## src/rtl/pll_reconfig_seq.sv

```systemverilog
// pll_reconfig_seq
//   Sequences a full PLL reconfiguration through an ALTPLL_RECONFIG-style
//   parameter port. On trigger it shadows N, M and C0..C(NUM_CNT-1). For each
//   counter it writes the bypass bit, plus the nominal count when the factor
//   is greater than 1. It then issues reconfig and supervises lock with a
//   timeout, areset retries and a sticky error.
//
// Ports
//   clock, reset        rising-edge clock, synchronous active-high reset
//   trigger             start request (only honoured in IDLE)
//   cfg_n/cfg_m/cfg_c   factors; cfg_c packs C0 in [7:0]
//   locked, rcfg_busy   PLL lock and pllrcfg busy inputs
//   busy/done/error     sequence status (error is sticky until next trigger)
//   counter_type/counter_param/data_in/write_param  parameter write port
//   reconfig            reconfigure strobe
//   pll_areset_in       PLL areset request during retry
module pll_reconfig_seq #(
  parameter int NUM_CNT       = 1,
  parameter int LOCK_TIMEOUT  = 65535,
  parameter int LOCK_STABLE   = 16,
  parameter int ARESET_CYCLES = 8,
  parameter int MAX_RETRY     = 1
) (
  input  logic                 clock,
  input  logic                 reset,
  input  logic                 trigger,
  input  logic [7:0]           cfg_n,
  input  logic [7:0]           cfg_m,
  input  logic [8*NUM_CNT-1:0] cfg_c,
  input  logic                 locked,
  input  logic                 rcfg_busy,
  output logic                 busy,
  output logic                 done,
  output logic                 error,
  output logic [3:0]           counter_type,
  output logic [2:0]           counter_param,
  output logic [8:0]           data_in,
  output logic                 write_param,
  output logic                 reconfig,
  output logic                 pll_areset_in
);

  localparam int NFAC = NUM_CNT + 2;
  localparam int IW   = $clog2(NFAC);
  localparam int TMAX = (LOCK_TIMEOUT > ARESET_CYCLES) ? LOCK_TIMEOUT : ARESET_CYCLES;
  localparam int TW   = $clog2(TMAX + 1);
  localparam int SW   = $clog2(LOCK_STABLE + 1);
  localparam int RW   = $clog2(MAX_RETRY + 2);

  typedef enum logic [3:0] {
    IDLE, CHECK, WR, WR_GAP, WR_WAIT, RCFG, RC_GAP, RC_WAIT,
    LOCK, ARST, DONE, ERROR
  } state_t;

  state_t                state_q, state_d;
  logic [NFAC-1:0][7:0]  fac_q;     // [0]=N, [1]=M, [2+i]=Ci
  logic [IW-1:0]         idx_q, idx_d;
  logic                  nom_q, nom_d; // 0: bypass write, 1: nominal write
  logic [TW-1:0]         tmr_q;     // cycles spent in current state
  logic [SW-1:0]         stab_q;
  logic [RW-1:0]         retry_q;
  logic                  error_q;
  logic [7:0]            fac_cur;
  logic                  any_zero;
  logic                  in_wr;

  assign fac_cur = fac_q[idx_q];

  always_comb begin
    any_zero = 1'b0;
    for (int k = 0; k < NFAC; k++)
      if (fac_q[k] == 8'd0) any_zero = 1'b1;
  end

  always_comb begin
    state_d = state_q;
    idx_d   = idx_q;
    nom_d   = nom_q;
    case (state_q)
      IDLE:    if (trigger) state_d = CHECK;
      CHECK: begin
        if (any_zero) state_d = ERROR;
        else begin
          state_d = WR;
          idx_d   = '0;
          nom_d   = 1'b0;
        end
      end
      WR:      state_d = WR_GAP;
      WR_GAP:  state_d = WR_WAIT;
      WR_WAIT: begin
        if (!rcfg_busy) begin
          if (!nom_q && fac_cur > 8'd1) begin
            nom_d   = 1'b1;
            state_d = WR;
          end else if (idx_q == IW'(NFAC - 1)) begin
            state_d = RCFG;
          end else begin
            idx_d   = idx_q + 1'b1;
            nom_d   = 1'b0;
            state_d = WR;
          end
        end
      end
      RCFG:    state_d = RC_GAP;
      RC_GAP:  state_d = RC_WAIT;
      RC_WAIT: if (!rcfg_busy) state_d = LOCK;
      LOCK: begin
        // Stable lock is checked first so it wins over a coincident timeout.
        if (locked && stab_q == SW'(LOCK_STABLE - 1))
          state_d = DONE;
        else if (tmr_q == TW'(LOCK_TIMEOUT - 1))
          state_d = (retry_q < RW'(MAX_RETRY)) ? ARST : ERROR;
      end
      ARST:    if (tmr_q == TW'(ARESET_CYCLES - 1)) state_d = LOCK;
      DONE:    state_d = IDLE;
      ERROR:   state_d = IDLE;
      default: state_d = IDLE;
    endcase
  end

  always_ff @(posedge clock) begin
    if (reset) begin
      state_q <= IDLE;
      idx_q   <= '0;
      nom_q   <= 1'b0;
      fac_q   <= '0;
      tmr_q   <= '0;
      stab_q  <= '0;
      retry_q <= '0;
      error_q <= 1'b0;
    end else begin
      state_q <= state_d;
      idx_q   <= idx_d;
      nom_q   <= nom_d;
      if (state_q == IDLE && trigger) begin
        fac_q   <= {cfg_c, cfg_m, cfg_n};
        error_q <= 1'b0;
        retry_q <= '0;
      end
      if (state_d == ERROR) error_q <= 1'b1;
      // Timer restarts on every state change, so LOCK after ARST starts fresh.
      tmr_q  <= (state_d != state_q) ? '0 : tmr_q + 1'b1;
      stab_q <= (state_q == LOCK && state_d == LOCK && locked) ? stab_q + 1'b1 : '0;
      if (state_q == LOCK && state_d == ARST) retry_q <= retry_q + 1'b1;
    end
  end

  assign in_wr         = (state_q == WR) || (state_q == WR_GAP) || (state_q == WR_WAIT);
  assign busy          = (state_q != IDLE);
  assign done          = (state_q == DONE);
  assign error         = error_q;
  assign write_param   = (state_q == WR);
  assign reconfig      = (state_q == RCFG);
  assign pll_areset_in = (state_q == ARST);

  // Write-port fields derive from idx/nom, which only change on WR_WAIT exit.
  always_comb begin
    counter_type  = 4'd0;
    counter_param = 3'b000;
    data_in       = 9'd0;
    if (in_wr) begin
      counter_type  = (idx_q < IW'(2)) ? 4'(idx_q) : 4'(idx_q) + 4'd2;
      counter_param = nom_q ? 3'b111 : 3'b100;
      data_in       = nom_q ? {1'b0, fac_cur} : {8'd0, fac_cur == 8'd1};
    end
  end

endmodule

```

## config.mk

```make
export PLATFORM = sky130hd
export DESIGN_NAME = pll_reconfig_seq
export DESIGN_NICKNAME = d
export VERILOG_FILES = /design/src/rtl/pll_reconfig_seq.sv
export SDC_FILE = /design/constraint.sdc
export NUM_CORES = 1
export LEC_CHECK = 0
export BUFFER_PORTS_ARGS = -buffer_cell sky130_fd_sc_hd__buf_2
export CAP_MARGIN = 10
export CORE_ASPECT_RATIO = 0.9
export CORE_MARGIN = 5
export CORE_UTILIZATION = 40
export DETAILED_ROUTE_END_ITERATION = 7
export PLACE_DENSITY = 0.58
export SETUP_SLACK_MARGIN = 0.2
export SYNTH_ARGS = -nofsm -noshare
export SYNTH_HDL_FRONTEND = slang
export SYNTH_SLANG_ARGS = --single-unit
```

## constraint.sdc

```tcl
create_clock -name clock -period 2.57 [get_ports clock]
set_clock_uncertainty 0.15 [all_clocks]
set_input_delay 0.257 -clock clock [delete_from_list [all_inputs] [get_ports clock]]
set_output_delay 0.257 -clock clock [all_outputs]
set_load 0.02 [all_outputs]
```

==> results.py <==
metrics = {
    "routing": {
        "drcViolationCount": 0,
        "vias_per_cell": 5.32,
        "drt-initial-drc-count": 119,
        "ant_nets": 0,
        "vias": 2875,
        "drt_wl_total_um": 8060,
        "first_pass_iters": 4,
        "wl_per_cell_um": 14.9,
    },
    "clocking": {
        "htreeDepth": 2,
        "numCtsBuffers": 5,
        "cts_root_buf": "clkbuf_8",
        "postCtsHoldBufs": 0,
        "clkLatencyLatePin_ps": 310,
        "clkSinkCount": 55,
        "path_clk_slew_ps": 100,
        "cts_tree": "built",
        "clockBufferDepth": 2,
    },
    "timing": {
        "slew_violations": 0,
        "rsz0062_at_grt": "yes",
        "setup_viol": 0,
        "finalHoldViolCount": 0,
        "hold_slack_ps": 18.9,
        "clock.fmax_mhz": 398,
        "fin_crit_sh": 0.978,
        "period_minus_slack_ps": 2510,
    },
    "critical_path": {
        "cp_slowest_cell": "dfxtp_4",
        "worst_ep_arrival_time_ps": 2110,
        "startpoint_type": "flip-flop",
        "crit_type": "reg -> out",
        "reg2reg_from": "stab_q[0]",
        "critPathMaxFanout": 5,
        "cp-end-kind": "output pin",
        "crit_required_ps": 2160,
        "startpoint": "idx_q[0]",
        "cpPeakStageDelay_ps": 400,
        "path_cells": "clkbuf_16 -> mux2i_1 -> a2bb2oi_2 -> and4_4 -> a21oi_4 -> nor4_2 -> buf_4",
    },
    "floorplan": {
        "row_count": 30,
        "boundaryPins": 51,
        "core_mm2": 0.00754,
        "die_w_um": 103,
        "design.die.area_mm2": 0.00962,
        "start_util": 0.411,
        "die_y_um": 93.5,
    },
    "layout": {
        "register_area_mm2": 0.00111,
        "utilization": 0.514,
        "num_antenna_cells": 0,
        "num-fill-cells": 753,
        "multi_input_area_mm2": 0.00193,
        "fin_nets": 479,
        "final_common_cell": "nand2_1",
        "mostFrequentLayoutCells": "nand2_1 (66), dfxtp_1 (50), buf_2 (46)",
        "area_delta_synth_final_pct": 25.0,
        "drive_gt1_frac": 0.313,
    },
    "outcome": {
        "outcome": "completed",
    },
    "logic_synthesis": {
        "synth_edf_count": 0,
        "synth-seq-area-share": 0.355,
        "syn_area_mm2": 0.00310,
        "synth_area_per_cell_um2": 8.16,
        "ys_async_sr_fraction": 0,
        "synth_seq_cells": 55,
        "synth_cells": 380,
        "ys_types": 55,
        "synth_ff_type": "dfxtp_1",
        "yosysWarnings": 0,
    },
    "global_routing": {
        "antenna_found_initial": 0,
        "grt.overflow.total": 0,
        "grt_pass1_wl_um": 13200,
        "grtUsageTotal": 0.171,
        "first_global_vias": 2788,
        "grt_max_degree": 27,
    },
    "worst_hold_path": {
        "hold_class": "in -> reg",
        "min_from": "cfg_n[1]",
    },
    "pwr": {
        "clockPowerShare": 0.141,
        "switching_power_uw": 1480,
        "power_frac_seq": 0.333,
        "power_density_mw_per_mm2": 886,
        "pwr-share-comb": 0.526,
        "intPower_uw": 1950,
        "switching_share": 0.432,
        "p_leak_uw": 0.00143,
        "ir_worst_vdd_v": 0.000422,
    },
    "place": {
        "gp_congestion": 0.855,
        "hpwlAfterDp_um": 5910,
        "portBuffers": 47,
    },
    "run": {
        "drv_cap": 0,
    },
}
[critical path: cells and delay by family (launching register included)]
family	cells	cell delay, ps
flops	1	400
buf+inv	2	340
compound gates	2	250
mux	1	230
simple gates	2	560
[state kept, by name (all words and copies together), names as in the netlist]
signal   flops
retry_q      2
nom_q        1
idx_q        2
stab_q       5
fac_q       24
state_q      4
error        1
tmr_q       16
[cells in the mapped netlist, types with 3 or more instances]
library cell,instances,area share
nor2b_1,4,0.0081
or3_1,3,0.0061
buf_6,3,0.011
a21oi_1,30,0.048
nand3b_1,3,0.0073
and3_1,5,0.010
dfxtp_1,55,0.35
nor2_1,27,0.033
mux2i_1,11,0.035
buf_4,9,0.022
o21ai_0,4,0.0065
nand2_1,67,0.081
a211oi_1,7,0.017
nor3_1,12,0.019
nor4_1,12,0.024
ha_1,6,0.024
inv_1,12,0.015
nand3_1,10,0.016
nand2b_1,3,0.0061
xor2_1,8,0.023
nor3b_1,3,0.0073
a2bb2oi_1,8,0.023
buf_2,4,0.0065
nand4_1,10,0.020
xnor2_1,8,0.023
clkbuf_1,12,0.015
a211oi_2,10,0.040
[layer usage]
| metal | wire (um) | vias up | part of all wire | track usage |
|---|---|---|---|---|
| li1 | - | 1470 | - | - |
| met1 | 3930 | 1354 | 0.49 | 0.230 |
| met2 | 3710 | 39 | 0.46 | 0.275 |
| met3 | 293 | 12 | 0.036 | 0.0358 |
| met4 | 126 | 0 | 0.016 | 0.0507 |
| met5 | 0 | - | 0 | 0 |
[logic make-up after synthesis]
| logic type | count (synthesis) | synth area share |
|---|---|---|
| simple gates | 172 | 0.280 |
| flops | 55 | 0.355 |
| fa+ha+maj | 6 | 0.0242 |
| mux | 12 | 0.0391 |
| buf+inv | 41 | 0.0698 |
| other cells | 1 | 0.00121 |
| xor+xnor | 16 | 0.0452 |
| compound gates | 77 | 0.186 |
[layout make-up]
class                      instances  area share
clock buffer                       6      0.0213
sequential                        55       0.286
tap                               96      0.0310
inverter                          12      0.0116
timing repair buffer              84       0.149
clock inverter                     1     0.00129
multi-input combinational        286       0.499
[through the flow]
step / setup TNS, ps / setup WS, ps / power, uW / instances / cell area (um^2)
5_1_grt: -3.43 / -3.43 / 3680 / 540 / 3880
4_1_cts: 0 / 112 / 3300 / 531 / 3710
3_3_place_gp: 0 / 139 / 2690 / 521 / 3510
2_1_floorplan: 0 / 207 / 2270 / 382 / 3120
3_5_place_dp: 0 / 110 / 2710 / 521 / 3510
6_report: 0 / 57.7 / 3440 / 540 / 3880
[final timing paths]
path / end / slack, ps / cells past startpoint
min reg2reg: fac_q[9] / 330 / 2
max: data_in[0] / 60 / 7
min: fac_q[1] / 20 / 3
max reg2reg: tmr_q[7] / 150 / 9
[power by group through the flow]
stage                     clock (uW)  sequential (uW)  combinational (uW)
after floorplan                    0             1080                1190
after global placement             0             1140                1550
after detailed placement           0             1150                1570
after CTS                        506             1130                1660
after global routing             534             1160                1990
final                            485             1140                1810
[timing repair]
action	CTS	global route
pin swaps	0	8
setup endpoints to repair	27	22
cloned	1	1
gates resized for setup	19	20
buffers inserted	2	8
Power figures use the tool's default switching activity.
